==> config.mk <==
export PLATFORM = sky130hd
export DESIGN_NAME = core_sequencer
export DESIGN_NICKNAME = d
export VERILOG_FILES = /design/src/rtl/core_seq_pkg.sv /design/src/rtl/core_sequencer_wait_timer.sv /design/src/rtl/core_sequencer.sv
export SDC_FILE = /design/constraint.sdc
export NUM_CORES = 1
export LEC_CHECK = 0
export ABC_AREA = 1
export BUFFER_PORTS_ARGS = -buffer_cell sky130_fd_sc_hd__buf_2
export CORE_ASPECT_RATIO = 1.2
export CORE_MARGIN = 2
export CORE_UTILIZATION = 53
export CTS_CLUSTER_DIAMETER = 40
export DETAILED_ROUTE_END_ITERATION = 16
export PLACE_DENSITY = 0.77
export SLEW_MARGIN = 20
export SYNTH_ARGS = -nofsm -noshare
export SYNTH_HDL_FRONTEND = slang
export SYNTH_HIERARCHICAL = 1
export SYNTH_SLANG_ARGS = --single-unit
==> constraint.sdc <==
create_clock -name clk -period 1.8 [get_ports clk]
set_input_delay 0.09 -clock clk [delete_from_list [all_inputs] [get_ports clk]]
set_output_delay 0.09 -clock clk [all_outputs]
set_load 0.05 [all_outputs]
==> src/rtl/core_seq_pkg.sv <==
// Shared definitions for the multi-cycle RV32I core sequencer: state codes,
// active-low enable levels and the default memory wait limit.
package core_seq_pkg;

  localparam logic [2:0] S_IDLE   = 3'd0;
  localparam logic [2:0] S_FETCH  = 3'd1;
  localparam logic [2:0] S_DECODE = 3'd2;
  localparam logic [2:0] S_EXEC   = 3'd3;
  localparam logic [2:0] S_MEM    = 3'd4;
  localparam logic [2:0] S_WB     = 3'd5;
  localparam logic [2:0] S_HALT   = 3'd6;
  localparam logic [2:0] S_ERROR  = 3'd7;

  localparam logic EN_ACTIVE = 1'b0;
  localparam logic EN_IDLE   = 1'b1;

  localparam int DEFAULT_MEM_TIMEOUT = 255;

  // Loads and stores both visit MEM; everything else goes straight to WB.
  function automatic logic is_mem_op(input logic mem_wEn, input logic wb_sel);
    return (mem_wEn == EN_ACTIVE) || wb_sel;
  endfunction

endpackage

==> src/rtl/core_sequencer_wait_timer.sv <==
// Wait-cycle counter shared by the FETCH and MEM handshakes; flags expiry once
// TIMEOUT consecutive not-ready cycles have been counted.
module mem_wait_timer
  import core_seq_pkg::*;
#(
  parameter int TIMEOUT = DEFAULT_MEM_TIMEOUT
) (
  input  logic clk,
  input  logic rst_n,
  input  logic clr,
  input  logic en,
  output logic expired
);

  localparam int CW = (TIMEOUT < 1) ? 1 : $clog2(TIMEOUT + 1);

  logic [CW-1:0] cnt;

  always_ff @(posedge clk) begin
    if (!rst_n || clr) begin
      cnt <= '0;
    end else if (en && !expired) begin
      cnt <= cnt + CW'(1);
    end
  end

  assign expired = (cnt == CW'(TIMEOUT));

endmodule

==> src/rtl/core_sequencer.sv <==
// Multi-cycle FETCH/DECODE/EXEC/MEM/WB sequencer with memory handshakes,
// phase-gated write enables, retired-instruction counter and timeout trap.
module core_sequencer
  import core_seq_pkg::*;
#(
  parameter int MEM_TIMEOUT = DEFAULT_MEM_TIMEOUT,
  parameter int CNT_W       = 32
) (
  input  logic             clk,
  input  logic             rst_n,
  input  logic             halt_req,
  input  logic             dec_wEn,
  input  logic             dec_mem_wEn,
  input  logic             dec_wb_sel,
  input  logic             dec_branch_op,
  input  logic             imem_ready,
  input  logic             dmem_ready,
  output logic             imem_req,
  output logic             dmem_req,
  output logic             dmem_wEn,
  output logic             ir_wEn,
  output logic             pc_wEn,
  output logic             rf_wEn,
  output logic [2:0]       state,
  output logic [CNT_W-1:0] instret,
  output logic             halted,
  output logic             err
);

  // Handshake: a request stays high while its state persists; ready is only
  // acted on in the state that owns the request and is ignored elsewhere.

  logic [2:0] state_q, state_d;
  logic       is_store, wait_en, expired, retire;

  // The branch flag only selects the PC source in the datapath; the sequencer
  // updates the PC for every retiring instruction.
  logic unused_branch_op;
  assign unused_branch_op = dec_branch_op;

  assign is_store = (dec_mem_wEn == EN_ACTIVE);
  assign wait_en  = ((state_q == S_FETCH) && !imem_ready) ||
                    ((state_q == S_MEM)   && !dmem_ready);
  assign retire   = (state_q == S_WB) ||
                    ((state_q == S_MEM) && dmem_ready && is_store);

  mem_wait_timer #(.TIMEOUT(MEM_TIMEOUT)) u_wait_timer (
    .clk     (clk),
    .rst_n   (rst_n),
    .clr     (!wait_en),
    .en      (wait_en),
    .expired (expired)
  );

  always_ff @(posedge clk) begin
    if (!rst_n) state_q <= S_IDLE;
    else        state_q <= state_d;
  end

  always_ff @(posedge clk) begin
    if (!rst_n)      instret <= '0;
    else if (retire) instret <= instret + CNT_W'(1);
  end

  always_comb begin
    state_d = state_q;
    case (state_q)
      S_IDLE:   state_d = halt_req ? S_HALT : S_FETCH;
      S_FETCH: begin
        if (imem_ready)   state_d = S_DECODE;
        else if (expired) state_d = S_ERROR;
      end
      S_DECODE: state_d = S_EXEC;
      S_EXEC:   state_d = is_mem_op(dec_mem_wEn, dec_wb_sel) ? S_MEM : S_WB;
      S_MEM: begin
        if (dmem_ready) begin
          if (is_store) state_d = halt_req ? S_HALT : S_FETCH;
          else          state_d = S_WB;
        end else if (expired) begin
          state_d = S_ERROR;
        end
      end
      S_WB:     state_d = halt_req ? S_HALT : S_FETCH;
      S_HALT:   state_d = S_HALT;
      default:  state_d = S_ERROR;
    endcase
  end

  always_comb begin
    imem_req = 1'b0;
    dmem_req = 1'b0;
    dmem_wEn = EN_IDLE;
    ir_wEn   = 1'b0;
    rf_wEn   = EN_IDLE;
    pc_wEn   = retire;
    state    = state_q;
    halted   = (state_q == S_HALT);
    err      = (state_q == S_ERROR);
    case (state_q)
      S_FETCH: begin
        imem_req = 1'b1;
        ir_wEn   = imem_ready;
      end
      S_MEM: begin
        dmem_req = 1'b1;
        dmem_wEn = dec_mem_wEn;
      end
      S_WB:    rf_wEn = dec_wEn;
      default: ;
    endcase
  end

endmodule

# After elaboration in Yosys (flattened, before gate mapping)
# Cells that the tools add are included.
# totals
reg_bits	43
latch_bits	0
ram_bits	0
romBits	0
in_bits	9
output_inout_bits	43
elab_cells	42
mem_count	0
# op_classes
add_sub_neg	2
multipliers	0
n_div	0
magnitude_cmp	0
eq_ne	8
n_shift	0
mux	12
bitwise_logic	1
reduce_logical	16
# op_table
cell	count
$add 32x1->32 const B	1
$pmux 3 s6	1
$mux 3	5
$eq 3x3->1 const B	4
$add 8x1->8 const B	1
$eq 8x8->1 const B	1
$eq 3x2->1 const B	2
$mux 1	6
$logic_and 1x1->1	5
$logic_not 1->1	5
$logic_or 1x1->1	4
$eq 3x1->1 const B	1
$logic_not 3->1	1
$reduce_or 2->1	1
$not 1->1	1

# Longest topological paths before layout
# logic_depth
word_depth	5
mapped_depth	12
ltp_nobuf	11

# Cells and area by module
# The synthesis kept the hierarchy.
# modules_own_cells
module	n_inst	cells_per_inst	area_each_um2	seq_area_each_um2
core_sequencer	1	353	2187.1	700.7
mem_wait_timer	1	74	509.2	160.2

# Worst setup path after synthesis
# OpenSTA, ideal clock, no wires.
# synth_path
kind	register to register
from	register state_q[2] (netlist: state[2])
to	register state_q[1] (netlist: state[1])
setup_ns	0.072
t_arrival_ns	2.353
required_time_ns	1.728
slack_ns	-0.625
stages_incl_launch_ff	7
path_cell_list	dfxtp_1 inv_1 nor3_1 inv_1 nand2_1 nor2_1 a21oi_1
# synth_lines
element	line_no	source
start: declaration	core_sequencer.sv:33	logic [2:0] state_q, state_d;
start signal: assignment	core_sequencer.sv:57	else state_q <= state_d;
$eq 3x3->1	n/a	
via halted	core_sequencer.sv:26	output logic halted,
$pmux 3 s6	core_sequencer.sv:67	case (state_q)
# The timed path passes the listed nets, and every way through them passes these cells.
# A chain may end at the register's enable or synchronous reset.

# Final worst setup path
# layout_path
from	register state_q[1] (netlist: state[1])
to	output port pc_wEn
# layout_between
elab_chain_cells	4
# layout_rtl
element	line_no	source
$eq 3x3->1	core_sequencer.sv:45	((state_q == S_MEM) && dmem_ready && is_store);
$logic_and 1x1->1 (2 in a row)	core_sequencer.sv:45	
$logic_or 1x1->1 *	core_sequencer.sv:44	assign retire = (state_q == S_WB) ||
end: declaration	core_sequencer.sv:22	output logic pc_wEn,
# Every way passes the cells marked *; elsewhere a longest branch is shown, timed or not.

==> results.cfg <==
[status]
status = completed

[setup_path]
start_kind = register
worstReg2RegEnd = u_wait_timer/cnt[7]$_SDFFE_PP0P_
r2r_cells = 11
reg2reg_slack_ns = 0.21
crit_fanout = 12
required_ns = 1.71
arrival_ns = 1.51
timing.rr.start = state[1]$_SDFF_PN0_
critPathCaptureType = output pin
startpoint = state[1]$_SDFF_PN0_
crit_type = register to output pin

[cells_and_area]
finalNetCount = 497
multiInputGateArea_um2 = 1530
fill_cells = 466
final_cell_area_um2 = 3200
seq_area_um2 = 875
drive_gt1_share_pct = 23.8
areaGrowthSynthToFinish_pct = 18.6
antenna_cells = 0

[route]
ant_nets = 0
drc = 0
num_vias = 2779
wl_per_cell_um = 11.9
first_iter_violations = 157
vias_per_cell = 5.08
dr.pass1.iters = 4
wirelength_um = 6530

[floorplanning]
die_y_um = 82.1
dieArea_um2 = 5680
die_x_um = 69.1
pin_count = 52
initial_core_util_pct = 55.0
rows = 28
coreArea_um2 = 4900

[yosys]
yosys_warnings = 6
synth_edf_count = 0
ys_top_cells_by_area = dfxtp_1 32%, nand2_1 15%, nor2_1 8.9%
synth_async_sr_flop_share_pct = 0
ys_seq_area_share_pct = 31.9
syn_nets = 438
ys_dominant_reg_cell = dfxtp_1
synthDistinctLibCells = 31
syn_avg_cell_area_um2 = 6.31
yosysTopAreaCellShare_pct = 31.9
syn_inst = 427
ys_ff_latch = 43
synth.largest_area_cell = dfxtp_1
synth_area_um2 = 2700

[clock_network]
clockBufferDepth = 2
cts_tree = done
insertion_delay_ns = 0.31
clkSinkCount = 43
htreeDepth = 2
cts_buffers = 5
cts_root_buf = clkbuf_8
postCtsHoldBufs = 0
path_clk_slew_ns = 0.09

[placed_design]
gp_congestion = 0.920
portBuffers = 50
dp_hpwl_um = 4760
post_dp_cell_area_um2 = 3050

[worst_hold_path]
hold_path_class = input port to register
holdPathStages = 3
hold_path_end = state[2]$_SDFF_PN0_
hp-start = rst_n

[timing]
slew_viol_final = 0
hold_viol_final = 0
max_freq_mhz = 626
setup_viol_count_final = 0
fin_setup_tns_ns = 0
skew_ns = 0.00724
tightest_slew_ns = 0.354
min_period_ns = 1.60
fin_crit_sh_pct = 88.7
max_slew_margin_pct = 76.2
grt_setup_unrepaired = no

[flow_run]
drv_cap = 0

[global_route]
grt_pass1_wl_um = 10500
grt_pass1_vias = 2501
grt_max_degree = 19
antenna_found_initial = 0
grt.overflow.total = 0
grt_usage_pct = 22.5

[pwr]
p_per_area_nw_per_um2 = 887
ir_drop_mv = 0.472
p_leak_nw = 1.51
-- Yosys cell counts, types with 3 or more instances --
master and count:
nand2_1 108, nor2_1 64, inv_1 63, dfxtp_1 43, nand3_1 43, a21oi_1 25
nand4_1 17, o21ai_0 9, nor2_2 7, nor2_4 6, nor3_1 5, nand2_2 4
buf_2 3, buf_6 3, inv_2 3, nand3_2 3, nor2_8 3
-- worst max-delay path, stage by stage, from the launching register on --
cell,delay [ns]
dfxtp_4,0.36
inv_1,0.13
nand3_1,0.15
nand2_2,0.24
buf_2,0.31
-- area by class of cell --
class / instances / share of cell area [%]
multi-input cells: 305 / 48.0
flip-flops and latches: 43 / 27.3
repair buffers: 63 / 10.9
inverters: 68 / 8.10
clock buffers: 6 / 2.93
well taps: 60 / 2.35
clock inverters: 2 / 0.430
-- metrics by stage --
| stage | power (mW) | hold WS (ns) | std cells | setup WS [ns] | utilization, % |
|---|---|---|---|---|---|
| global route | 2.97 | 0.127 | 547 | 0.0158 | 65.2 |
| CTS | 2.78 | 0.107 | 543 | 0.0768 | 64.4 |
| global placement | 2.05 | 0.434 | 535 | 0.204 | 62.2 |
| finish | 2.84 | 0.105 | 547 | 0.203 | 65.2 |
| detailed placement | 2.07 | 0.431 | 535 | 0.108 | 62.2 |
| floorplan | 1.90 | 0.320 | 427 | 0.00539 | - |
-- report_power, final --
group | internal [mW] | switching [mW]
registers | 1.02 | 0.0660
logic | 0.298 | 0.735
clock network | 0.358 | 0.366
total | 1.67 | 1.17
-- what timing repair did --
item,CTS,global route
gates resized for setup,0,2
setup buffers,0,4
endpoints found under the setup margin,0,3
-- how the worst max path moves through the flow --
stage               depth (start not counted)  slack (ns)                               end
floorplan                                  12       0.005  u_wait_timer/cnt[7]$_SDFFE_PP0P_
global placement                           11        0.20  u_wait_timer/cnt[7]$_SDFFE_PP0P_
detailed placement                         11        0.11  u_wait_timer/cnt[7]$_SDFFE_PP0P_
CTS                                        11        0.08  u_wait_timer/cnt[7]$_SDFFE_PP0P_
global route                               11        0.02  u_wait_timer/cnt[7]$_SDFFE_PP0P_
finish                                      4        0.20                            pc_wEn
-- flip-flops by register name, summed over array words and instances (netlist names) --
| register | cells |
|---|---|
| u_wait_timer/cnt | 8 |
| state | 3 |
| instret | 32 |
-- layer usage --
metal	track usage (%)	vias to the layer above	wire length [um]
li1	-	1456	-
met1	25.8	1254	2930
met2	41.5	58	3290
met3	3.88	11	214
met4	10.0	0	104
met5	0	-	0
-- logic make-up (layout without fill, tap and decap cells) --
kind of cell / count (synthesis) / after routing / synth area share (%)
AOI/OAI and AO/OA: 35 / 35 / 6.59
xor gates and xnor gates: 2 / 2 / 0.650
adders and majority gates: 2 / 2 / 0.928
buffers and inverters: 79 / 139 / 12.7
DFF: 43 / 43 / 31.9
and+or+nand+nor: 266 / 266 / 47.2
-- cell usage in the layout, fill, tap and decap left out, types with 2 or more instances in the layout --
master,count
nand2_1,106
nor2_1,62
inv_1,61
buf_2,50
nand3_1,41
dfxtp_1,38
a21oi_1,25
nand4_1,17
buf_4,13
o21ai_0,9
nor2_4,8
nor2_2,7
nand2_2,5
nand3_2,5
clkbuf_8,5
inv_2,4
nor3_1,4
nor2_8,3
dfxtp_4,3
nand2_4,2
or2_2,2
clkinv_1,2
ha_1,2
dfxtp_2,2
Note: power is estimated with default switching activity, not from simulation.
